==> config.mk <==
export PLATFORM = sky130hd
export DESIGN_NAME = way_halt_cache_ctrl
export DESIGN_NICKNAME = d
export VERILOG_FILES = /design/src/rtl/cache_pkg.sv /design/src/rtl/cache_way_cmp.sv /design/src/rtl/way_halt_cache_ctrl.sv
export SDC_FILE = /design/constraint.sdc
export NUM_CORES = 2
export LEC_CHECK = 0
export CAP_MARGIN = 20
export CORE_MARGIN = 3
export CORE_UTILIZATION = 50
export DETAILED_ROUTE_END_ITERATION = 8
export HOLD_SLACK_MARGIN = 0.05
export PLACE_DENSITY = 0.69
export SYNTH_ARGS = -nofsm -noshare
export SYNTH_HDL_FRONTEND = slang
export SYNTH_SLANG_ARGS = --single-unit
==> constraint.sdc <==
create_clock -name clk -period 4.9 [get_ports clk]
set_clock_uncertainty 0.15 [all_clocks]
set_input_delay 0.98 -clock clk [delete_from_list [all_inputs] [get_ports clk]]
set_output_delay 0.98 -clock clk [all_outputs]
set_load 0.1 [all_outputs]
==> src/rtl/cache_pkg.sv <==
// Shared types and geometry helpers for the way-halting cache controller.
package cache_pkg;

    typedef enum logic [2:0] {
        IDLE,
        LOOKUP,
        WRITEBACK,
        REFILL_REQ,
        REFILL_WAIT,
        RESPOND
    } state_t;

    function automatic int calc_idx_w(input int sets);
        return (sets > 1) ? $clog2(sets) : 1;
    endfunction

    function automatic int calc_tag_w(input int addr_w, input int sets);
        return addr_w - calc_idx_w(sets) - 2;
    endfunction

endpackage

==> src/rtl/cache_way_cmp.sv <==
// Per-way lookup compare: optional halt-tag pre-check (WAY_HALT_EN) gating the full tag compare.
module cache_way_cmp
    import cache_pkg::*;
#(
    parameter int TAG_W = 27
`ifdef WAY_HALT_EN
    ,
    parameter int HALT_BITS = 4
`endif
) (
    input  logic             valid,
    input  logic [TAG_W-1:0] way_tag,
`ifdef WAY_HALT_EN
    input  logic [HALT_BITS-1:0] halt_tag,
`endif
    input  logic [TAG_W-1:0] req_tag,
    output logic             en,
    output logic             hit
);

`ifdef WAY_HALT_EN
    // Cheap narrow compare first; the wide compare only matters for enabled ways.
    assign en = valid && (halt_tag == req_tag[HALT_BITS-1:0]);
`else
    assign en = valid;
`endif

    assign hit = en && (way_tag == req_tag);

endmodule

==> src/rtl/way_halt_cache_ctrl.sv <==
// N-way set-associative write-back cache, one word per line, round-robin replacement.
// Define WAY_HALT_EN to store halt tags and disable mismatching ways before the full tag compare.
module way_halt_cache_ctrl
    import cache_pkg::*;
#(
    parameter int ADDR_W    = 32,
    parameter int DATA_W    = 32,
    parameter int SETS      = 8,
    parameter int WAYS      = 4,
    parameter int HALT_BITS = 4
) (
    input  logic              clk,
    input  logic              reset,
    input  logic              req_valid,
    output logic              req_ready,
    input  logic              req_we,
    input  logic [ADDR_W-1:0] req_addr,
    input  logic [DATA_W-1:0] req_wdata,
    output logic              resp_valid,
    output logic [DATA_W-1:0] resp_rdata,
    output logic              resp_hit,
    output logic [WAYS-1:0]   way_en,
    output logic              mem_req_valid,
    input  logic              mem_req_ready,
    output logic              mem_req_we,
    output logic [ADDR_W-1:0] mem_req_addr,
    output logic [DATA_W-1:0] mem_req_wdata,
    input  logic              mem_resp_valid,
    input  logic [DATA_W-1:0] mem_resp_rdata
);

    localparam int IDX_W = calc_idx_w(SETS);
    localparam int TAG_W = calc_tag_w(ADDR_W, SETS);
    localparam int WAY_W = $clog2(WAYS);

    state_t state_reg, state_next;

    logic              we_reg;
    logic [ADDR_W-3:0] line_reg;
    logic [DATA_W-1:0] wdata_reg;
    logic [DATA_W-1:0] rdata_reg;
    logic              hit_reg;
    logic [WAY_W-1:0]  victim_reg;

    logic [TAG_W-1:0]  tag_arr   [SETS][WAYS];
    logic [DATA_W-1:0] data_arr  [SETS][WAYS];
    logic              valid_arr [SETS][WAYS];
    logic              dirty_arr [SETS][WAYS];
    logic [WAY_W-1:0]  rr_ptr    [SETS];
`ifdef WAY_HALT_EN
    logic [HALT_BITS-1:0] halt_arr [SETS][WAYS];
`endif

    logic [IDX_W-1:0] set_idx;
    logic [TAG_W-1:0] req_tag;
    logic [WAYS-1:0]  en_vec;
    logic [WAYS-1:0]  hit_vec;
    logic             any_hit;
    logic [WAY_W-1:0] hit_way;
    logic [WAY_W-1:0] victim_sel;
    logic             refill_done;

    assign set_idx     = line_reg[IDX_W-1:0];
    assign req_tag     = line_reg[ADDR_W-3:IDX_W];
    assign any_hit     = |hit_vec;
    assign refill_done = (state_reg == REFILL_WAIT) && mem_resp_valid;

    generate
        for (genvar gi = 0; gi < WAYS; gi++) begin : g_way
            cache_way_cmp #(
                .TAG_W     (TAG_W)
`ifdef WAY_HALT_EN
                ,
                .HALT_BITS (HALT_BITS)
`endif
            ) u_cmp (
                .valid    (valid_arr[set_idx][gi]),
                .way_tag  (tag_arr[set_idx][gi]),
`ifdef WAY_HALT_EN
                .halt_tag (halt_arr[set_idx][gi]),
`endif
                .req_tag  (req_tag),
                .en       (en_vec[gi]),
                .hit      (hit_vec[gi])
            );
        end
    endgenerate

    // Lowest-index invalid way wins; otherwise the set's round-robin pointer.
    always_comb begin
        hit_way    = '0;
        victim_sel = rr_ptr[set_idx];
        for (int i = 0; i < WAYS; i++) begin
            if (hit_vec[i]) hit_way = i[WAY_W-1:0];
        end
        for (int i = WAYS - 1; i >= 0; i--) begin
            if (!valid_arr[set_idx][i]) victim_sel = i[WAY_W-1:0];
        end
    end

    always_comb begin
        state_next = state_reg;
        case (state_reg)
            IDLE:        if (req_valid) state_next = LOOKUP;
            LOOKUP: begin
                if (any_hit)
                    state_next = RESPOND;
                else if (valid_arr[set_idx][victim_sel] && dirty_arr[set_idx][victim_sel])
                    state_next = WRITEBACK;
                else
                    state_next = REFILL_REQ;
            end
            WRITEBACK:   if (mem_req_ready) state_next = REFILL_REQ;
            REFILL_REQ:  if (mem_req_ready) state_next = REFILL_WAIT;
            REFILL_WAIT: if (mem_resp_valid) state_next = RESPOND;
            RESPOND:     state_next = IDLE;
            default:     state_next = IDLE;
        endcase
    end

    always_comb begin
        req_ready     = (state_reg == IDLE);
        resp_valid    = (state_reg == RESPOND);
        resp_rdata    = '0;
        resp_hit      = 1'b0;
        way_en        = '0;
        mem_req_valid = 1'b0;
        mem_req_we    = 1'b0;
        mem_req_addr  = '0;
        mem_req_wdata = '0;
        case (state_reg)
            LOOKUP: way_en = en_vec;
            WRITEBACK: begin
                mem_req_valid = 1'b1;
                mem_req_we    = 1'b1;
                mem_req_addr  = {tag_arr[set_idx][victim_reg], set_idx, 2'b00};
                mem_req_wdata = data_arr[set_idx][victim_reg];
            end
            REFILL_REQ: begin
                mem_req_valid = 1'b1;
                mem_req_addr  = {line_reg, 2'b00};
            end
            RESPOND: begin
                resp_rdata = rdata_reg;
                resp_hit   = hit_reg;
            end
            default: ;
        endcase
    end

    // Control state and valid/dirty/pointer bookkeeping; these are the only arrays reset clears.
    always_ff @(posedge clk) begin
        if (reset) begin
            state_reg  <= IDLE;
            we_reg     <= 1'b0;
            line_reg   <= '0;
            wdata_reg  <= '0;
            rdata_reg  <= '0;
            hit_reg    <= 1'b0;
            victim_reg <= '0;
            for (int s = 0; s < SETS; s++) begin
                rr_ptr[s] <= '0;
                for (int w = 0; w < WAYS; w++) begin
                    valid_arr[s][w] <= 1'b0;
                    dirty_arr[s][w] <= 1'b0;
                end
            end
        end else begin
            state_reg <= state_next;
            case (state_reg)
                IDLE: begin
                    if (req_valid) begin
                        we_reg    <= req_we;
                        line_reg  <= req_addr[ADDR_W-1:2];
                        wdata_reg <= req_wdata;
                    end
                end
                LOOKUP: begin
                    victim_reg <= victim_sel;
                    hit_reg    <= any_hit;
                    if (any_hit) begin
                        rdata_reg <= we_reg ? wdata_reg : data_arr[set_idx][hit_way];
                        if (we_reg) dirty_arr[set_idx][hit_way] <= 1'b1;
                    end
                end
                REFILL_WAIT: begin
                    if (mem_resp_valid) begin
                        valid_arr[set_idx][victim_reg] <= 1'b1;
                        dirty_arr[set_idx][victim_reg] <= we_reg;
                        rr_ptr[set_idx]                <= rr_ptr[set_idx] + 1'b1;
                        rdata_reg <= we_reg ? wdata_reg : mem_resp_rdata;
                    end
                end
                default: ;
            endcase
        end
    end

    // Tag and data payload; left uninitialised on reset since valid gates every use.
    always_ff @(posedge clk) begin
        if (!reset) begin
            if (state_reg == LOOKUP && any_hit && we_reg)
                data_arr[set_idx][hit_way] <= wdata_reg;
            if (refill_done) begin
                tag_arr[set_idx][victim_reg]  <= req_tag;
                data_arr[set_idx][victim_reg] <= we_reg ? wdata_reg : mem_resp_rdata;
`ifdef WAY_HALT_EN
                halt_arr[set_idx][victim_reg] <= req_tag[HALT_BITS-1:0];
`endif
            end
        end
    end

endmodule

Word-level counts from Yosys, hierarchy flattened --
Memories as Yosys holds them, arrays and structs flattened. A register that Yosys moved wholly into a read port is not among the register bits. Index checks and enable logic that the tools add are counted. W data, S select, Z words.
Word-level totals: register bits 101, RAM bits 1968, memories kept 5, word-level logic and storage cells 408, bits of input ports 102
Cells by class: bitwise gates (word level) 135, mux-type cells 221, reduce and logical (&&, ||, !) cells 20, equality and inequality tests 14, add/subtract/negate cells 1, $lt $le $gt $ge 5
Memory list:
- data_arr | words 8, bits a word 128, read ports 1, clocked after memory_dff 1, write ports 1, RTL line way_halt_cache_ctrl.sv:46 | logic [DATA_W-1:0] data_arr [SETS][WAYS];
- tag_arr | words 8, bits a word 108, read ports 1, clocked after memory_dff 1, write ports 1, RTL line way_halt_cache_ctrl.sv:45 | logic [TAG_W-1:0] tag_arr [SETS][WAYS];
- dirty_arr | words 8, bits a word 4, read ports 1, clocked after memory_dff 1, write ports 8, RTL line way_halt_cache_ctrl.sv:48 | logic dirty_arr [SETS][WAYS];
- valid_arr | words 8, bits a word 4, read ports 1, clocked after memory_dff 1, write ports 8, RTL line way_halt_cache_ctrl.sv:47 | logic valid_arr [SETS][WAYS];
- rr_ptr | words 8, bits a word 2, read ports 1, clocked after memory_dff 1, write ports 8, RTL line way_halt_cache_ctrl.sv:49 | logic [WAY_W-1:0] rr_ptr [SETS];
Operators by type and width (number):
- $mux W32 | 12
- $mux W128 | 2
- $mux W1 | 158
- $or A1 B1 Y1 | 132
- $bmux W32 S2 | 2
- $demux W32 S2 | 2
- $pmux W32 S2 | 2
- $eq A27 B27 Y1 | 4
- $mux W108 | 1
- $mux W27 | 3
- $bmux W27 S2 | 1
- $demux W27 S2 | 1
- $mux W3 | 18
- $mux W4 | 7
- $pmux W3 S5 | 1
- $mux W2 | 7
- $reduce_or A4 Y1 | 3
- $logic_and A1 B1 Y1 | 10
- $ne A2 B2 Y1 const B | 5
- $ge A3 B3 Y1 const B | 3
- $not A2 Y3 | 3
- $eq A3 B2 Y1 const B | 2
- $eq A3 B3 Y1 const B | 2
- $lt A3 B1 Y1 const B | 2
- 10 further kinds | 13

Depth between registers and ports, before layout --
depth in word-level cells 14, gate-level depth with buffers 17, mapped depth without buffers 9

Modules after synthesis --
From an unflattened synthesis, not the netlist that was laid out.
Second synthesis, totals: cell total of the unflattened synthesis 4366, area, all modules 85279.3 um^2
By module, submodules not included:
- way_halt_cache_ctrl | instances 1, seq. area each 60858.4 um^2, area an instance 84048.1 um^2, cells each 4218
- cache_way_cmp | instances 4, seq. area each 0.0 um^2, area an instance 307.8 um^2, cells each 37

Worst setup path before layout --
Ideal clock, no wire load.
kind register to output, start register with a tool-made name, end output mem_req_addr[31], path buffers 9, arrival 5.182 ns, required time 3.770 ns, slack -1.412 ns, stages on the path, launching flop included 14, cell sequence dfxtp_1 > buf_4 > buf_6 > buf_6 > buf_2 > buf_4 > buf_4 > buf_2 > buf_2 > buf_2 > mux4_2 > nand2_1 > nand3_1 > a311oi_1
RTL lines:
- end, declared | RTL line way_halt_cache_ctrl.sv:26 | output logic [ADDR_W-1:0] mem_req_addr,

==> results.json <==
{
  "status": "finished with violations",
  "violations": "setup timing",
  "rsz0062_at_grt": "yes",
  "tritoncts": "done",
  "synth-async-reset-ratio_pct": 0,
  "worst_setup_path_start_kind": "flop",
  "reg_top3": "data_arr x1024, tag_arr x864",
  "grt_max_degree": 85,
  "port_buffers": 202,
  "arrival_ns": 3.81,
  "synth_edf_count": 1936,
  "initialDrtViolationCount": 7194,
  "fmax_mhz": 202,
  "routedWlPerCell_um": 32.4,
  "synth_cell_types": 75,
  "finalSetupTns_ns": -0.0446,
  "synthesis.area_sq_um": 85800,
  "vias": 49200,
  "drc": 0,
  "drt-vias-per-instance": 6.43,
  "die-width_um": 420,
  "syn_inst": 4743,
  "place_area_sq_um": 94900,
  "place_ws_ns": 0.0942,
  "place.gp.congestion": 0.957,
  "worst_pin_slew_ns": 1.20,
  "fin_crit_sh_pct": 101,
  "cts_buffer_depth": 3,
  "clkPwrFrac_pct": 37.5,
  "die-area_sq_um": 177000,
  "yosys_warnings": 0,
  "avgSynthCellArea_sq_um": 18.1,
  "finalMaxSlewViolations": 0,
  "post-route-min-period_ns": 4.94,
  "switchingPower_uw": 10800,
  "synthFlopType": "edfxtp_1",
  "seq_area_frac_synth_pct": 70.9,
  "maxCapViolCount": 0,
  "track_usage_pct": 27.9,
  "min_path_type": "flop to flop",
  "syn_to_final_growth_pct": 19.5,
  "grt_pass1_wl_um": 348000,
  "path_max_fanout": 13,
  "crit_required_ns": 3.77,
  "largest_register_ffs": 1024,
  "overflow": 0,
  "drtPass1Iterations": 9,
  "cp-end-kind": "output port",
  "routed_wl_um": 248000,
  "antenna_found_initial": 20,
  "worst-setup-path-type": "flop to output port",
  "nets": 5336,
  "cts.sinks": 2072,
  "core_sq_um": 170000,
  "synth_seq_cells": 2072,
  "worst_slack_ns": -0.0446,
  "leakage_uw": 0.0328,
  "cts-root-buf": "clkbuf_16",
  "drive_gt1_share_pct": 30.7,
  "cts.reportedPaths.clkPinSlew_ns": 0.06,
  "seqPwrFrac_pct": 47.7,
  "share_comb_of_total_power_pct": 14.7,
  "ant_nets": 0,
  "place_hpwl_um": 161000,
  "start_util_pct": 50.5,
  "grt_pass1_vias": 47600,
  "swShare_pct": 25.9,
  "htree_levels": 4,
  "r2r_setup_slack_ns": 0.16,
  "slew_headroom_pct": 20.1,
  "cts_buffers": 202,
  "power_density_nw_per_um2": 408,
  "vdd_drop_max_mv": 0.286,
  "top_level_ports": 207,
  "largest-register": "data_arr",
  "die_y_um": 420,
  "clkLatencyLatePin_ns": 0.85,
  "hold_viol_final": 0,
  "rows": 151,
  "setup_viol": 1,
  "fin_area_sq_um": 103000,
  "p_int_uw": 31000
}
## per-stage QoR
stage / utilization (%) / cells / total power, uW / hold slack, ns
detailed placement: 55.8 / 7221 / 26100 / 0.284
floorplan: - / 4744 / 23800 / 0.271
global placement: 55.8 / 7221 / 26000 / 0.277
global route: 60.3 / 7642 / 43000 / 0.317
CTS: 60.1 / 7619 / 41800 / 0.303
finish: 60.3 / 7648 / 41800 / 0.302
## logic make-up (layout without fill, tap and decap cells)
kind of cell / Yosys count / after routing / synth area share [%]
flops: 2072 / 2072 / 70.9
mux: 982 / 982 / 18.0
simple gates: 745 / 745 / 4.28
compound gates: 521 / 521 / 4.22
buf+inv: 367 / 1034 / 2.00
xor+xnor: 55 / 55 / 0.561
other cells: 1 / 21 / 0.00437
## power groups by stage
stage / Clock (uW) / Sequential [uW] / Combinational (uW)
after floorplan: 0 / 20300 / 3500
after global placement: 0 / 20400 / 5680
after detailed placement: 0 / 20400 / 5770
after CTS: 15900 / 20000 / 5940
after global routing: 16600 / 20000 / 6410
final: 15700 / 20000 / 6160
## Yosys cell counts, types with 6 or more instances
master | count | area, sq um
nand4_1 | 49 | 307
o21a_1 | 23 | 173
nor2_1 | 202 | 758
a21o_1 | 36 | 270
nand2b_1 | 9 | 56.3
nor4b_1 | 8 | 70.1
buf_6 | 19 | 214
or3_1 | 7 | 43.8
buf_2 | 69 | 345
a311oi_1 | 11 | 96.3
mux2i_1 | 375 | 3750
and2_1 | 43 | 269
mux4_2 | 433 | 9750
nor4_1 | 17 | 106
nor3_1 | 109 | 546
o21ai_0 | 51 | 255
or2_2 | 11 | 68.8
o22ai_1 | 61 | 382
clkbuf_1 | 182 | 683
or4_1 | 6 | 45.0
mux2_2 | 171 | 1930
nand2_1 | 186 | 698
o211ai_1 | 34 | 255
nor2b_1 | 16 | 100
and3b_1 | 11 | 96.3
xnor2_1 | 45 | 394
xor2_1 | 10 | 87.6
a21boi_0 | 8 | 60.1
o22ai_2 | 30 | 375
edfxtp_1 | 1936 | 58100
buf_1 | 23 | 86.3
a21oi_1 | 125 | 626
o21ai_1 | 21 | 105
a211oi_1 | 15 | 113
nand3_1 | 41 | 205
a22o_1 | 37 | 324
dfxtp_1 | 136 | 2720
buf_4 | 30 | 225
a22oi_1 | 32 | 240
inv_1 | 41 | 154
## placed cells by master, fill, tap and decap left out, drive strengths merged, types with 11 or more instances in the layout
master	count
a211oi	15
a21o	36
a21oi	125
a22o	37
a22oi	32
a311oi	11
and2	43
and3b	11
buf	502
bufinv	22
clkbuf	261
clkdlybuf4s50	98
clkinv	85
dfxtp	136
diode	19
edfxtp	1936
inv	51
mux2	173
mux2i	376
mux4	433
nand2	186
nand3	41
nand4	49
nor2	202
nor2b	16
nor3	111
nor4	22
o211ai	37
o21a	23
o21ai	72
o22ai	91
or2	11
xnor2	45
## worst max-delay path: stages, from the launching register on
cell	delay, ns
dfxtp_4	0.42
buf_16	0.21
buf_16	0.21
mux4_2	0.53
mux2i_2	0.53
buf_4	0.21
nand2_1	0.05
nand2_1	0.15
a211oi_1	0.13
a21oi_1	0.21
nor2_1	0.09
buf_12	0.19
## worst paths after layout
path | cells past startpoint | start | end
setup / recovery | 11 | flop | mem_req_addr[17]
hold / removal | 1 | valid_arr[5][0] | valid_arr[5][0]
setup reg to reg | 13 | flop | data_arr[0][117]
hold reg to reg | 1 | valid_arr[5][0] | valid_arr[5][0]
## routing by layer
metal | GRT usage, % | wire length (um) | up-vias
met5 | 0 | 0 | -
met4 | 13.6 | 13700 | 0
met3 | 7.12 | 29300 | 486
met2 | 39.2 | 108000 | 2915
met1 | 40.8 | 97300 | 25600
li1 | - | - | 20200
## final cells by class
type,count,area (sq um)
clock inverter,124,1390
sequential,2072,60900
tap,2218,2780
antenna,19,47.5
multi-input combinational,2305,24400
inverter,44,168
clock buffer,257,5350
timing repair buffer,609,7540
fill,12000,67500
## what timing repair did
action,CTS,global route
gates cloned,5,4
resized for setup,51,46
pin swaps,0,1
hold endpoints to repair,0,0
endpoints found under the setup margin,57,394
buffers inserted,12,3
hold buffers,0,0
(Power assumes the default switching activity.)
